<file path="src/rtl/pipe_state_dump.sv">
// Streams a snapshot of CPU state (optional PC header, register file, low data memory) on a valid/ready port.
// Define PIPE_DUMP_PC_EN to prepend the captured PC as a header word at index 7'h7F.

// state | meaning
// ------+---------------------------------------------------------------
// IDLE  | waiting for start_i or the auto-trigger cycle
// HDR   | loading the captured PC header word
// REG   | loading register-file words, idx = register number
// MEM   | loading data-memory bytes, idx = byte address
// FIN   | last word loaded, waiting for its handshake
module pipe_state_dump #(
    parameter int NUM_REGS   = 32,
    parameter int NUM_MEM    = 32,
    parameter int AUTO_CYCLE = 17
) (
    input  logic        clk_i,
    input  logic        rst_i,
    input  logic        start_i,
    input  logic [31:0] pc_i,
    output logic [4:0]  rf_addr_o,
    input  logic [31:0] rf_data_i,
    output logic [6:0]  dm_addr_o,
    input  logic [7:0]  dm_data_i,
    output logic [31:0] dout_o,
    output logic [6:0]  dout_idx_o,
    output logic        dout_valid_o,
    input  logic        dout_ready_i,
    output logic        busy_o,
    output logic        done_o,
    output logic [31:0] cycle_cnt_o
);

    typedef enum logic [2:0] {
        S_IDLE,
        S_HDR,
        S_REG,
        S_MEM,
        S_FIN
    } state_t;

    localparam logic [6:0]  LAST_REG = 7'(NUM_REGS - 1);
    localparam logic [6:0]  LAST_MEM = 7'(NUM_MEM - 1);
    localparam logic [6:0]  MEM_BASE = 7'(NUM_REGS);
    localparam logic [31:0] AUTO_VAL = 32'(AUTO_CYCLE);

    state_t     state;
    logic [6:0] idx;
    logic       auto_hit;
    logic       start_req;
    logic       load;

`ifdef PIPE_DUMP_PC_EN
    logic [31:0] pc_q;
`else
    logic unused_pc;
    assign unused_pc = ^pc_i;
`endif

    assign auto_hit  = (AUTO_CYCLE != 0) && (cycle_cnt_o == AUTO_VAL);
    assign start_req = start_i || auto_hit;
    assign load      = !dout_valid_o || dout_ready_i;

    // Read addresses decode only registered state, so they move on clock edges alone.
    assign rf_addr_o = (state == S_REG) ? idx[4:0] : 5'd0;
    assign dm_addr_o = (state == S_MEM) ? idx : 7'd0;

    always_ff @(posedge clk_i or negedge rst_i) begin
        if (!rst_i) begin
            cycle_cnt_o <= 32'd0;
        end else if (cycle_cnt_o != 32'hFFFF_FFFF) begin
            cycle_cnt_o <= cycle_cnt_o + 32'd1;
        end
    end

    always_ff @(posedge clk_i or negedge rst_i) begin
        if (!rst_i) begin
            state        <= S_IDLE;
            idx          <= 7'd0;
            dout_o       <= 32'd0;
            dout_idx_o   <= 7'd0;
            dout_valid_o <= 1'b0;
            busy_o       <= 1'b0;
            done_o       <= 1'b0;
`ifdef PIPE_DUMP_PC_EN
            pc_q         <= 32'd0;
`endif
        end else begin
            done_o <= 1'b0;
            case (state)
                S_IDLE: begin
                    if (start_req) begin
                        idx    <= 7'd0;
                        busy_o <= 1'b1;
`ifdef PIPE_DUMP_PC_EN
                        pc_q   <= pc_i;
                        state  <= S_HDR;
`else
                        state  <= S_REG;
`endif
                    end
                end
`ifdef PIPE_DUMP_PC_EN
                S_HDR: begin
                    // The header does not consume an index: r0 still follows at idx 0.
                    if (load) begin
                        dout_o       <= pc_q;
                        dout_idx_o   <= 7'h7F;
                        dout_valid_o <= 1'b1;
                        state        <= S_REG;
                    end
                end
`endif
                S_REG: begin
                    if (load) begin
                        dout_o       <= rf_data_i;
                        dout_idx_o   <= idx;
                        dout_valid_o <= 1'b1;
                        if (idx == LAST_REG) begin
                            idx   <= 7'd0;
                            state <= S_MEM;
                        end else begin
                            idx <= idx + 7'd1;
                        end
                    end
                end
                S_MEM: begin
                    if (load) begin
                        dout_o       <= {24'd0, dm_data_i};
                        dout_idx_o   <= MEM_BASE + idx;
                        dout_valid_o <= 1'b1;
                        idx          <= idx + 7'd1;
                        if (idx == LAST_MEM) begin
                            state <= S_FIN;
                        end
                    end
                end
                S_FIN: begin
                    if (dout_valid_o && dout_ready_i) begin
                        dout_valid_o <= 1'b0;
                        busy_o       <= 1'b0;
                        done_o       <= 1'b1;
                        state        <= S_IDLE;
                    end
                end
                default: begin
                    state  <= S_IDLE;
                    busy_o <= 1'b0;
                end
            endcase
        end
    end

endmodule
</file>
<file path="config.mk">
export PLATFORM = sky130hd
export DESIGN_NAME = pipe_state_dump
export DESIGN_NICKNAME = d
export VERILOG_FILES = /design/src/rtl/pipe_state_dump.sv
export SDC_FILE = /design/constraint.sdc
export NUM_CORES = 1
export LEC_CHECK = 0
export CORE_MARGIN = 2
export CORE_UTILIZATION = 43
export DETAILED_ROUTE_END_ITERATION = 8
export PLACE_DENSITY = 0.84
export SYNTH_ARGS = -nofsm -noshare
export SYNTH_HDL_FRONTEND = slang
export SYNTH_SLANG_ARGS = --single-unit
</file>
<file path="constraint.sdc">
create_clock -name clk_i -period 2.4 [get_ports clk_i]
set_input_delay 0.48 -clock clk_i [delete_from_list [all_inputs] [get_ports clk_i]]
set_output_delay 0.48 -clock clk_i [all_outputs]
set_load 0.02 [all_outputs]
</file>
After elaboration in Yosys (flattened, before gate mapping)
Index checks and enable logic that the tools add are counted.
- register bits after elaboration: 84
- logic and storage cells: 66
- output and inout port bits: 86
- input port bits: 76
- bitwise gates (word level): 1
- reduce and logical (&&, ||, !) cells: 14
- $add $sub $neg: 3
- multiplexer cells: 27
- equal/unequal tests: 13
- operators by type and width (kind ; count):
    $mux W32 ; 2
    $pmux W32 S2 ; 1
    $mux W7 ; 7
    $add A32 B1 Y32 const B ; 1
    $eq A32 B5 Y1 const B ; 1
    $ne A32 B32 Y1 const B ; 1
    $pmux W7 S3 ; 1
    $mux W3 ; 6
    $pmux W7 S2 ; 1
    $pmux W3 S4 ; 1
    $reduce_and A3 Y1 ; 3
    $ne A2 B2 Y1 const B ; 4
    $add A6 B7 Y7 const A ; 1
    $add A7 B1 Y7 const B ; 1
    $eq A7 B5 Y1 const B ; 1
    $eq A3 B2 Y1 const B ; 2
    $ne A2 B1 Y1 const B ; 3
    $reduce_and A6 Y1 ; 1
    $mux W1 ; 5
    $mux W5 ; 1
    $reduce_and A4 Y1 ; 1
    $reduce_bool A2 Y1 ; 2
    $eq A3 B3 Y1 const B ; 1
    $logic_not A3 Y1 ; 1
    8 further kinds ; 9

Depth between registers and ports, before layout
- word-level depth: 4
- gate-level depth with buffers: 8
- gate-level depth less buffers: 7

Worst setup path after synthesis
No wires, ideal clock.
- path kind: flip-flop to flip-flop
- start point: register cycle_cnt_o[0]
- end point: register idx[0]
- path buffers: 1
- required time: 2.275 ns
- stages on the path, launching flop included: 8
- slack: 0.322 ns
- arrival time: 1.953 ns
- path through: dfrtp_1 -> ha_1 -> nor4b_1 -> nand4_1 -> o21ai_1 -> and2_1 -> clkbuf_1 -> mux2_2
- word-level cells in the longest chain between the ends: 4
- ends and longest elaborated chain (what ; line ; RTL):
    start: declaration ; 30 ; output logic [31:0] cycle_cnt_o
    start signal: assignment ; 71 ; cycle_cnt_o <= cycle_cnt_o + 32'd1;
    $eq A32 B5 Y1 ; 59 ; assign auto_hit = (AUTO_CYCLE != 0) && (cycle_cnt_o == AUTO_VAL);
    $logic_or A1 B1 Y1 ; 60 ; assign start_req = start_i || auto_hit;
    $ne A2 B2 Y1 (no line) ; -- ;
    $reduce_and A4 Y1 (no line) ; -- ;
    end signal: assignment ; 122 ; idx <= idx + 7'd1;
    end signal: assignment ; 131 ; idx <= idx + 7'd1;
    end: declaration ; 47 ; logic [6:0] idx;
Every way passes these cells.
A chain may end at the register's enable or synchronous reset.

Worst setup path after layout
- start point: register state[2]
- end point: output rf_addr_o[2]
- word-level cells in the longest chain between the ends: 2
- ends and longest elaborated chain (what ; line ; RTL):
    start: declaration ; 46 ; state_t state;
    start signal: assignment ; 77 ; state <= S_IDLE;
    start signal: assignment ; 98 ; state <= S_REG;
    start signal: assignment ; 120 ; state <= S_MEM;
    $eq A3 B2 Y1 ; 64 ; assign rf_addr_o = (state == S_REG) ? idx[4:0] : 5'd0;
    $mux W5 ; 64 ;
    end: declaration ; 20 ; output logic [4:0] rf_addr_o,
Every way passes these cells.

==> flow_summary.yaml <==
sta:
  tightest_slew_ns: 0.545
  hold_violations: 0
  fmax_mhz: 444
  whs_ns: 0.0442
  report.final.slew_viol_count: 0
  setup_viol: 0
  relSlewSlack: 0.633
  period_minus_slack_ns: 2.25
  fin_crit_sh: 0.939
  rsz0062_at_grt: "false"
  skew_ns: 0.0203
  setup_tns_ns: 0
placement:
  portBuffers: 129
  dp.cells: 644
  routabilityCongestion: 0.830
  hpwl_um: 7530
global_route:
  gr-total-overflow: 0
  antenna_found_initial: 0
  grt_pass1_vias: 3410
  track_usage: 0.210
  grt_first_pass_wirelength_um: 16900
  grt_max_degree: 55
clock_network:
  clockBufferDepth: 2
  hold_buffers: 0
  clock-sinks: 84
  insertion_delay_ns: 0.36
  htree_levels: 3
  cts_made_buffers: 9
  root_buffer: "clkbuf_8"
  cts_tree: "done"
  path_clk_slew_ns: 0.10
critical_path:
  worstPathCellList: "nand2b_1, nor2_1, and2_1, dlygate4sd2_1"
  worst_path_max_delay_cell: "dfrtp_1"
  max_stage_delay_ns: 0.48
  r2r-end: "cycle_cnt_o[20]$_DFFE_PN0P_"
  critPathMaxFanout: 8
  rr_worst_depth: 5
  worstPathRequired_ns: 1.92
  critPathKind: "reg2out"
  worstSetupStartpointType: "flip-flop"
  reg2reg_from: "cycle_cnt_o[8]$_DFFE_PN0P_"
  cpLargestDelayFamily: "simple AND/OR/NAND/NOR gates"
  cp.arrival_ns: 1.77
  crit_path_end_kind: "output port"
  crit_buf_inv: 1
  rrSetupSlack_ns: 0.26
floorplanning:
  ios: 162
  die_w_um: 101
  initial_core_util: 0.438
  dieArea_um2: 10100
  fp.dieH_um: 101
  placementRows: 35
  core-area_um2: 9150
detailed_routing:
  wl_per_cell_um: 15.8
  ant_nets: 0
  drt_iter0_drc: 200
  drc: 0
  vias: 3549
  vias_per_cell: 5.38
  dr.pass1.iters: 4
  finalWirelength_um: 10400
pwr:
  p_per_area_nw_per_um2: 751
  ir_drop_v: 0.000578
  p_sw_frac: 0.346
  p_seq_frac: 0.427
  p_leak_uw: 0.00255
  intPower_uw: 2780
  combPwrFrac: 0.329
  clkPwrFrac: 0.244
  switchingPower_uw: 1470
  finalPower_uw: 4250
final_layout:
  final_cell_mix: "clkdlybuf4s50_1 (116), nand2_1 (93), dfrtp_1 (84)"
  final_cells: 660
  layout-drive-gt1-share: 0.0674
  final_common_cell: "clkdlybuf4s50_1"
  fin_nets: 624
  n_fill_cell: 725
  syn2layout_area_growth_pct: 41.1
  final_core_util: 0.618
  n_antenna_cell: 0
synth:
  syn_area_um2: 4010
  yosys_warnings: 0
  syn_avg_cell_area_um2: 9.75
  synth-seq-cells: 84
  yosysSeqAreaShare: 0.525
  async_reset_ff_frac: 1.00
  syn_inst: 411
  synth_ff_type: "dfrtp_1"
  synth_edf_count: 0
  synth_cell_types: 46
  synth_nets: 491
min_path:
  hold_path_class: "in2async"
job:
  drv_cap: 0
run_status:
  outcome: "finished clean"
-- worst max-delay path by stage --
stage                                     startpoint                 end  slack [ns]  cells after the start
final                           state[2]$_DFFE_PN0P_        rf_addr_o[2]        0.15                      4
after global routing            state[2]$_DFFE_PN0P_        rf_addr_o[4]        0.01                      4
after CTS                       state[2]$_DFFE_PN0P_        rf_addr_o[4]        0.13                      4
after detailed placement                dout_ready_i  idx[1]$_DFFE_PN0P_        0.14                      6
after global placement                  dout_ready_i  idx[0]$_DFFE_PN0P_        0.20                      6
after floorplan           cycle_cnt_o[0]$_DFFE_PN0P_  idx[0]$_DFFE_PN0P_        0.32                      7
-- kinds of logic after synthesis --
family	Yosys count	share of synthesized area
xor+xnor	30	0.0656
compound gates	39	0.0646
simple gates	218	0.281
buf+inv	26	0.0256
fa+ha+maj	4	0.0125
flops	84	0.525
mux	10	0.0256
-- metal layers --
layer / global-route usage / wire length (um)
met2: 0.351 / 5380
met3: 0.0361 / 526
met5: 0 / 0
met1: 0.275 / 4320
met4: 0.0801 / 192
-- metrics by stage --
| stage | area [um^2] | setup slack, ns |
|---|---|---|
| floorplan | 4010 | 0.322 |
| global placement | 5460 | 0.204 |
| detailed placement | 5460 | 0.136 |
| CTS | 5650 | 0.134 |
| global route | 5650 | 0.0144 |
| finish | 5650 | 0.146 |
-- power groups by stage --
stage	sequential [uW]	clock (uW)	combinational (uW)
finish	1810	1040	1400
floorplan	1970	0	604
global route	1850	1120	1510
CTS	1810	1060	1410
detailed placement	1830	0	1470
global placement	1820	0	1430
-- final cells by class --
| cell class | instances | area [um^2] | area share |
|---|---|---|---|
| multi-input cells | 301 | 1800 | 0.319 |
| flip-flops and latches | 84 | 2100 | 0.372 |
| well taps | 111 | 139 | 0.0246 |
| repair buffers | 141 | 1380 | 0.243 |
| inverters | 7 | 26.3 | 0.00465 |
| clock inverters | 7 | 81.3 | 0.0144 |
| clock buffers | 9 | 124 | 0.0219 |
-- flip-flops by register name, summed over array words and instances (netlist names) --
name / count
idx: 7
dout_idx_o: 7
dout_valid_o: 1
dout_o: 32
done_o: 1
busy_o: 1
state: 3
cycle_cnt_o: 32
-- synthesized netlist by cell type (4+ instances only) --
library cell | instances | area (um^2)
a21oi_1 | 6 | 30.0
and2_1 | 9 | 56.3
and3_1 | 12 | 75.1
and4_1 | 5 | 43.8
clkbuf_1 | 14 | 52.6
dfrtp_1 | 84 | 2100
ha_1 | 4 | 50.1
inv_1 | 7 | 26.3
mux2i_1 | 8 | 80.1
nand2_1 | 93 | 349
nand3_1 | 14 | 70.1
nand3b_1 | 24 | 180
nand4_1 | 13 | 81.3
nor2_1 | 20 | 75.1
nor3_1 | 6 | 30.0
nor4_1 | 8 | 50.1
o21ai_0 | 10 | 50.1
xnor2_1 | 18 | 158
xor2_1 | 12 | 105
-- timing repair --
action,4_1_cts,5_1_grt
setup buffers,0,0
gates resized for setup,13,0
hold endpoints to repair,0,0
endpoints found under the setup margin,11,0
No activity file was read; power rests on OpenSTA's default activity.
